File: src/rtl/cache_ctrl_pkg.sv
// rtl/cache_ctrl_pkg.sv - shared types and width helpers for the wait-merge join
package cache_ctrl_pkg;

   typedef enum logic {
      IDLE = 1'b0,
      WAIT = 1'b1
   } merge_state_t;

   function automatic int clog2(input int value);
      int r;
      r = 0;
      for (int i = 0; i < 31; i++) begin
         if ((1 << i) < value) r = i + 1;
      end
      return r;
   endfunction

   // Count must represent 0..depth inclusive.
   function automatic int cnt_width(input int depth);
      return clog2(depth + 1);
   endfunction

   function automatic int ptr_width(input int depth);
      return (depth > 1) ? clog2(depth) : 1;
   endfunction

endpackage

File: src/rtl/c_token_fifo.sv
// rtl/c_token_fifo.sv - per-channel token buffer; a pop frees room for a same-cycle push
module c_token_fifo
   import cache_ctrl_pkg::*;
#(
   parameter int DW    = 1,
   parameter int DEPTH = 2,
   parameter int CW    = cnt_width(DEPTH)
) (
   input  logic          clk,
   input  logic          rst,
   input  logic          push,
   input  logic [DW-1:0] push_data,
   input  logic          pop,
   output logic [DW-1:0] head_data,
   output logic [CW-1:0] count,
   output logic          full,
   output logic          empty
);

   localparam int            PW       = ptr_width(DEPTH);
   localparam logic [PW-1:0] LAST     = PW'(DEPTH - 1);
   localparam logic [CW-1:0] FULL_CNT = CW'(DEPTH);

   logic [DW-1:0] mem [0:(1 << PW) - 1];
   logic [PW-1:0] wr_ptr;
   logic [PW-1:0] rd_ptr;
   logic          do_push;
   logic          do_pop;

   assign full      = (count == FULL_CNT);
   assign empty     = (count == '0);
   assign do_pop    = pop && !empty;
   assign do_push   = push && (!full || do_pop);
   assign head_data = mem[rd_ptr];

   always_ff @(posedge clk or posedge rst) begin
      if (rst) begin
         wr_ptr <= '0;
         rd_ptr <= '0;
         count  <= '0;
      end else begin
         if (do_push) wr_ptr <= (wr_ptr == LAST) ? '0 : wr_ptr + 1'b1;
         if (do_pop)  rd_ptr <= (rd_ptr == LAST) ? '0 : rd_ptr + 1'b1;
         case ({do_push, do_pop})
            2'b10:   count <= count + 1'b1;
            2'b01:   count <= count - 1'b1;
            default: count <= count;
         endcase
      end
   end

   always_ff @(posedge clk) begin
      if (do_push) mem[wr_ptr] <= push_data;
   end

endmodule

File: src/rtl/c_wait_merge_n.sv
// rtl/c_wait_merge_n.sv - buffered N-channel join with channel mask, credit return and error flag
module c_wait_merge_n
   import cache_ctrl_pkg::*;
#(
   parameter int NCH   = 2,
   parameter int DW    = 1,
   parameter int DEPTH = 2
) (
   input  logic              clk,
   input  logic              rst,
   input  logic [NCH-1:0]    i_drive,
   input  logic [NCH*DW-1:0] i_data,
   output logic [NCH-1:0]    o_free,
   input  logic [NCH-1:0]    i_chanMask,
   output logic              o_driveNext,
   output logic [NCH*DW-1:0] o_data,
   input  logic              i_freeNext,
   output logic              o_err
);

   localparam int CW = cnt_width(DEPTH);

   merge_state_t              state;
   merge_state_t              state_nxt;
   logic                      fire;
   logic [NCH-1:0]            mask_q;
   logic [NCH-1:0]            pop;
   logic [NCH-1:0]            full;
   logic [NCH-1:0]            empty;
   logic [NCH-1:0]            has_token;
   logic [NCH-1:0][CW-1:0]    cnt;
   logic [NCH*DW-1:0]         heads;
   logic [NCH*DW-1:0]         merged;
   logic                      join_ok;
   logic                      overflow;
   logic                      stray_free;

   assign pop = (state == WAIT && i_freeNext) ? mask_q : '0;

   for (genvar g = 0; g < NCH; g++) begin : g_ch
      c_token_fifo #(
         .DW    (DW),
         .DEPTH (DEPTH),
         .CW    (CW)
      ) u_fifo (
         .clk       (clk),
         .rst       (rst),
         .push      (i_drive[g]),
         .push_data (i_data[g*DW +: DW]),
         .pop       (pop[g]),
         .head_data (heads[g*DW +: DW]),
         .count     (cnt[g]),
         .full      (full[g]),
         .empty     (empty[g])
      );
      assign has_token[g] = (cnt[g] != '0);
      // Gating on !empty keeps stale memory contents off the merged bus.
      assign merged[g*DW +: DW] = (i_chanMask[g] && !empty[g]) ? heads[g*DW +: DW] : '0;
   end

   assign join_ok    = (|i_chanMask) && (&(has_token | ~i_chanMask));
   assign overflow   = |(i_drive & full & ~pop);
   assign stray_free = (state == IDLE) && i_freeNext;

   always_ff @(posedge clk or posedge rst) begin
      if (rst) state <= IDLE;
      else     state <= state_nxt;
   end

   always_comb begin
      state_nxt = state;
      fire      = 1'b0;
      case (state)
         IDLE: begin
            if (join_ok) begin
               fire      = 1'b1;
               state_nxt = WAIT;
            end
         end
         WAIT: begin
            if (i_freeNext) state_nxt = IDLE;
         end
         default: state_nxt = IDLE;
      endcase
   end

   always_ff @(posedge clk or posedge rst) begin
      if (rst) begin
         o_driveNext <= 1'b0;
         o_data      <= '0;
         mask_q      <= '0;
         o_free      <= '0;
         o_err       <= 1'b0;
      end else begin
         o_driveNext <= fire;
         o_free      <= pop;
         if (fire) begin
            o_data <= merged;
            mask_q <= i_chanMask;
         end
         if (overflow || stray_free) o_err <= 1'b1;
      end
   end

endmodule
File: config.mk
export PLATFORM = sky130hd
export DESIGN_NAME = c_wait_merge_n
export DESIGN_NICKNAME = d
export VERILOG_FILES = /design/src/rtl/cache_ctrl_pkg.sv /design/src/rtl/c_token_fifo.sv /design/src/rtl/c_wait_merge_n.sv
export SDC_FILE = /design/constraint.sdc
export NUM_CORES = 1
export LEC_CHECK = 0
export CORE_MARGIN = 3
export CORE_UTILIZATION = 30
export DETAILED_ROUTE_END_ITERATION = 12
export GPL_ROUTABILITY_DRIVEN = 0
export PLACE_DENSITY = 0.53
export SKIP_LAST_GASP = 1
export SLEW_MARGIN = 20
export SYNTH_ARGS = -nofsm -noshare
export SYNTH_HDL_FRONTEND = slang
export SYNTH_HIERARCHICAL = 1
export SYNTH_SLANG_ARGS = --single-unit
File: constraint.sdc
create_clock -name clk -period 2.1 [get_ports clk]
set_clock_uncertainty 0.15 [all_clocks]
set_input_delay 0.42 -clock clk [delete_from_list [all_inputs] [get_ports clk]]
set_output_delay 0.42 -clock clk [all_outputs]
set_load 0.02 [all_outputs]
==> results.toml, run 1 <==
[yosys]
syn_nets = 95
synth_top_flop_cell = "dfrtp_1"
syn_inst = 86
synthSimpleGateAreaFrac_pct = 23.8
synth.top_cells.by_count = "dfrtp_1 (17), nor2_1 (9), inv_1 (6)"
synth-async-reset-ratio_pct = 81.0
avgSynthCellArea_sq_um = 11.5
synth_area_leaders = "dfrtp_1 (43%), edfxtp_1 (12%), mux2_2 (5.7%), xnor2_1 (3.5%), nor2_1 (3.4%)"
ys_ff_latch = 21
synth_cell_types = 28
synth_area_sq_um = 988
synthMuxAreaShare_pct = 7.72
synth_adder_area_share_pct = 0
synth_compound_area_share_pct = 7.47
yosysMostFrequentCell = "dfrtp_1"
yosysSeqAreaShare_pct = 55.2
yosys_warnings = 6
synth_xor_xnor_area_share_pct = 3.54
synth_top_family_by_area = "simple AND/OR/NAND/NOR gates"
synth_edf_count = 4
synth_top_area_share_pct = 43.0
yosysTopAreaCell = "dfrtp_1"

[grt]
grt_max_degree = 12
grt_pass1_vias = 731
antenna_found_initial = 0
grt_overflow = 0
track_usage_pct = 10.4
grt_pass1_wl_mm = 3.31

[clocking]
clk_latency_ns = 0.30
htreeDepth = 1
cts.sinks = 21
postCtsSetupRepairBufs = 0
hold_buffers = 0
clk_pin_slew_worst_paths_ns = 0.11
ctsResizeCount = 0
clk_path_buf_depth = 2
cts_tree = "built"
cts_root_buf = "clkbuf_4"
cts_buffers = 3

[routing]
vias = 697
via_per_inst = 4.56
drt_iter0_drc = 20
wl_mm = 1.79
drt-pass1-iter-count = 4
ant_nets = 0
wl_per_cell_microns = 11.7
drc = 0

[critical_path]
end_kind = "flip-flop"
start_kind = "primary input"
critical_path_required_ns = 2.14
crit_type = "in2reg"
cp.arrival_ns = 1.88
critPathMaxFanout = 5

[placed_design]
hpwlAfterDp_mm = 1.45
port_buffers = 14
dp_slack_ns = -0.0732

[finish]
layout.nets = 119
areaGrowthSynthToFinish_pct = 26.2
layout-drive-gt1-share_pct = 22.0
n_antenna_cell = 0
fillerInstances = 342
post-route-util_pct = 40.2

[pwr]
swShare_pct = 35.5
switchingPower_w = 0.000546
power_density_mw_per_mm2 = 1230
p_clk_share_pct = 12.4
comb_power_share_pct = 38.9
ir_drop_mv = 0.435
totalPowerFinal_w = 0.00154
p_leak_nw = 0.528
p_int_w = 0.000991
seqPwrFrac_pct = 48.7

[timing]
setup_tns_ns = 0
rsz0062_at_grt = "no"
setup_ws_ns = 0.257
finalCritPeriodShare_pct = 87.8
max_freq_mhz = 543
finalSetupViolations = 0
whs_ns = 0.216
finalMaxSlewViolations = 0
fin_crit_ns = 1.84
hold_violations = 0
worst_pin_slew_ns = 0.377
max-slew-margin-rel_pct = 74.7

[floorplan]
core_region_area_sq_mm = 0.00310
dieWidth_microns = 63.4
start_util_pct = 31.9
io_pins = 15
die_h_microns = 63.4
die_area_sq_mm = 0.00402
rows = 20

[job]
cap_violations = 0

[outcome]
status = "complete, no violations"

[hold_path]
hp-class = "in2async"
power by group through the flow:
stage	Combinational (W)	Sequential [W]	Clock (W)
3_3_place_gp	0.000596	0.000757	0
6_report	0.000598	0.000749	0.000191
3_5_place_dp	0.000606	0.000760	0
4_1_cts	0.000607	0.000751	0.000198
5_1_grt	0.000666	0.000783	0.000222
2_1_floorplan	0.000385	0.000762	0
area by class of cell:
cell class	instances	area (sq um)	share of cell area (%)
clock buffer	4	26.3	2.11
inverter	6	22.5	1.81
multi-input combinational	59	420	33.7
sequential	21	546	43.7
tap	44	55.1	4.41
timing repair buffer	19	178	14.2
metal layers:
metal	global-route usage [%]	share of wire (%)	up-vias
met1	13.5	46	335
met3	4.10	5.3	2
li1	-	-	347
met2	16.8	48	13
met5	0	0	-
met4	1.62	0.73	0
layout by cell type, fill, tap and decap left out:
cell type	instances
clkbuf_4	3
a22oi_1	2
o22ai_1	1
nand2_1	4
and3b_2	1
or2_2	2
xnor2_1	4
dfrtp_1	17
o22a_2	1
nand2_2	2
clkdlybuf4s50_1	14
nor2b_1	2
nor2_1	9
nor3b_4	1
nand2b_1	4
inv_1	6
a21oi_1	5
buf_4	5
or3b_1	2
mux2i_1	2
o211ai_1	1
edfxtp_1	4
o21ai_0	2
and3_2	2
nor3b_1	1
and3b_1	1
mux2_2	5
clkbuf_1	1
or3_2	1
nand3_1	1
nor4_4	1
and3_1	2
logic make-up (layout without fill, tap and decap cells):
logic type | Yosys count | count (layout)
muxes | 7 | 7
DFF | 21 | 21
xor gates and xnor gates | 4 | 4
buffers and inverters | 6 | 29
AOI/OAI and AO/OA | 12 | 12
and+or+nand+nor | 36 | 36
state kept, by name, indices dropped and copies added, names as in the netlist:
name,count
g_ch.u_fifo/count,4
g_ch.u_fifo/mem,4
g_ch.u_fifo/rd_ptr,2
g_ch.u_fifo/wr_ptr,2
mask_q,2
o_data,2
o_driveNext,1
o_err,1
o_free,2
state,1
worst paths after layout:
path                            slack, ns                    start                       to  depth (start not counted)
worst min register to register       0.34    g_ch[0].u_fifo/rd_ptr    g_ch[0].u_fifo/rd_ptr                          1
worst min-delay path                 0.22                      rst  g_ch[0].u_fifo/count[0]                          2
min in group clk                     0.34    g_ch[0].u_fifo/rd_ptr    g_ch[0].u_fifo/rd_ptr                          1
worst max-delay path                 0.26            i_chanMask[1]                o_data[1]                          5
max in group asynchronous            1.24                      rst                    o_err                          2
worst max register to register       0.42  g_ch[0].u_fifo/count[0]                o_data[1]                          3
stage by stage:
stage               area [sq um]  std cells
floorplan                    988         86
global placement            1220        149
detailed placement          1220        149
CTS                         1250        153
global route                1250        153
finish                      1250        153
worst max-delay path: stages:
cell and delay, ns:
clkdlybuf4s50_1 0.47, nor3b_1 0.17, buf_4 0.15, nor4_4 0.28, mux2_2 0.39
No activity file was read; power rests on OpenSTA's default activity.
==> run 2, diff against run 1 <==
--- a/config.mk
+++ b/config.mk
@@ -5,6 +5,7 @@
 export SDC_FILE = /design/constraint.sdc
 export NUM_CORES = 1
 export LEC_CHECK = 0
+export CAP_MARGIN = 25
 export CORE_MARGIN = 3
 export CORE_UTILIZATION = 30
 export DETAILED_ROUTE_END_ITERATION = 12
==> results of run 2 <==
Same layout as run 1: the final DEF is identical, and so are final timing and power.
==> run 3, diff against run 2 <==
--- a/config.mk
+++ b/config.mk
@@ -6,11 +6,14 @@
 export NUM_CORES = 1
 export LEC_CHECK = 0
 export CAP_MARGIN = 25
+export CELL_PAD_IN_SITES_DETAIL_PLACEMENT = 0
+export CELL_PAD_IN_SITES_GLOBAL_PLACEMENT = 1
 export CORE_MARGIN = 3
 export CORE_UTILIZATION = 30
 export DETAILED_ROUTE_END_ITERATION = 12
 export GPL_ROUTABILITY_DRIVEN = 0
-export PLACE_DENSITY = 0.53
+export PLACE_DENSITY = 0.63
+export REMOVE_ABC_BUFFERS = 1
 export SKIP_LAST_GASP = 1
 export SLEW_MARGIN = 20
 export SYNTH_ARGS = -nofsm -noshare
==> run 3 against run 2 <==
Net effect:
- critical path depth decreased by 4
- cell count increased by 1.3%
- non-clock buffer count grew 2
==> results.toml, run 3 (synthesized netlist as in run 1, its figures left out) <==
[placed_design]
hpwlAfterDp_mm = 1.44
port_buffers = 14
placed_area_sq_mm = 0.00124
dp_cells = 151

[outcome]
status = "complete, no violations"

[pwr]
p_leak_nw = 0.538
p_int_w = 0.00101
p_clk_share_pct = 11.9
ir_drop_mv = 0.514
swShare_pct = 35.0
seqPwrFrac_pct = 48.3
switchingPower_w = 0.000545
power_density_mw_per_mm2 = 1230
totalPowerFinal_w = 0.00156
comb_power_share_pct = 39.8

[grt]
gr-usage-met2_pct = 15.5
grt_max_degree = 12
grtUsageMet3_pct = 4.10
gr-usage-met1_pct = 12.9
antenna_found_initial = 0
grt_most_used_layer = "met2"
grt_pass1_vias = 678
track_usage_pct = 10.1
grt_overflow = 0
grt_pass1_wl_mm = 3.16

[critical_path]
crit_chain = "clkdlybuf4s50_1"
crit_family = "buffers and inverters"
max_stage_delay_ns = 0.60
crit_buf_inv = 1
critical_path_required_ns = 1.53
start_kind = "flip-flop"
end_kind = "primary output"
crit_type = "reg2out"
cp.arrival_ns = 1.25
critPathMaxFanout = 2
worst_path_max_delay_cell = "clkdlybuf4s50_1"

[timing]
finalMaxSlewViolations = 0
finalCritPeriodShare_pct = 86.9
rsz0062_at_grt = "no"
worst_pin_slew_ns = 0.351
max_freq_mhz = 548
setup_tns_ns = 0
hold_violations = 0
finalSetupViolations = 0
max-slew-margin-rel_pct = 76.5
fin_crit_ns = 1.82

[finish]
mostFrequentLayoutCells = "dfrtp_1 (17), clkdlybuf4s50_1 (14), nor2_1 (9), buf_4 (7), inv_1 (6)"
n_antenna_cell = 0
final_common_cell = "dfrtp_1"
areaGrowthSynthToFinish_pct = 27.7
layout.nets = 121
post-route-util_pct = 40.7
reg.largest.list = "g_ch.u_fifo/count x4, g_ch.u_fifo/mem x4"
layout-drive-gt1-share_pct = 23.4
instances_no_fill = 155
stdcell_area_sq_mm = 0.00126

[routing]
drt-pass1-iter-count = 4
drt_iter0_drc = 17
via_per_inst = 4.44
ant_nets = 0
vias = 688
wl_per_cell_microns = 11.8
drc = 0
wl_mm = 1.82

[job]
cap_violations = 0

[floorplan]
io_pins = 15
core_region_area_sq_mm = 0.00310
die_h_microns = 63.4
dieWidth_microns = 63.4
die_area_sq_mm = 0.00402
start_util_pct = 31.9
rows = 20

[clocking]
clk_path_buf_depth = 2
postCtsSetupRepairBufs = 0
cts_tree = "built"
htreeDepth = 1
cts_root_buf = "clkbuf_4"
cts.sinks = 21
ctsResizeCount = 0
clk_latency_ns = 0.29
cts_buffers = 3
hold_buffers = 0
clk_pin_slew_worst_paths_ns = 0.11

[hold_path]
hp-class = "in2async"
run 3: changes by cell type in the layout (fill, tap and decap cells not counted), sizes merged:
cell,previous run,this run
buf,5,7
run 3: path summary, 6_finish.rpt:
path,start,to,slack (ns),depth (start not counted)
max,o_err,o_err,0.28,1
min,rst,g_ch[1].u_fifo/rd_ptr,0.22,2
min in group clk,g_ch[0].u_fifo/rd_ptr,g_ch[0].u_fifo/rd_ptr,0.35,1
min reg2reg,g_ch[0].u_fifo/rd_ptr,g_ch[0].u_fifo/rd_ptr,0.35,1
max in group asynchronous,rst,o_free[0],1.24,2
max reg2reg,g_ch[0].u_fifo/count[0],mask_q[0],0.46,4
run 3: per-layer routing:
| metal | routed length (microns) | up-vias | part of all wire, % |
|---|---|---|---|
| met5 | 0 | - | 0 |
| met4 | 16 | 0 | 0.88 |
| met3 | 78 | 2 | 4.3 |
| met2 | 853 | 12 | 47 |
| met1 | 874 | 321 | 48 |
| li1 | - | 353 | - |
run 3: area by class of cell:
class	count	area, sq um
Inverter	6	22.5
Clock buffer	4	26.3
Fill cell	318	1840
Tap cell	44	55.1
Sequential cell	21	546
Timing Repair Buffer	21	193
Multi-Input combinational cell	59	420
run 3: power by group through the flow:
stage                     Clock (W)  Sequential [W]  Combinational [W]
after CTS                  0.000199        0.000757           0.000630
after global placement            0        0.000759           0.000622
final                      0.000186        0.000752           0.000620
after detailed placement          0        0.000767           0.000627
after floorplan                   0        0.000762           0.000385
after global routing       0.000218        0.000781           0.000686
run 3: per-stage QoR:
step	setup WS, ns	hold slack (ns)
finish	0.276	0.217
CTS	0.252	0.211
global placement	-0.0161	0.330
floorplan	0.492	0.0361
detailed placement	-0.0241	0.336
global route	0.215	0.221
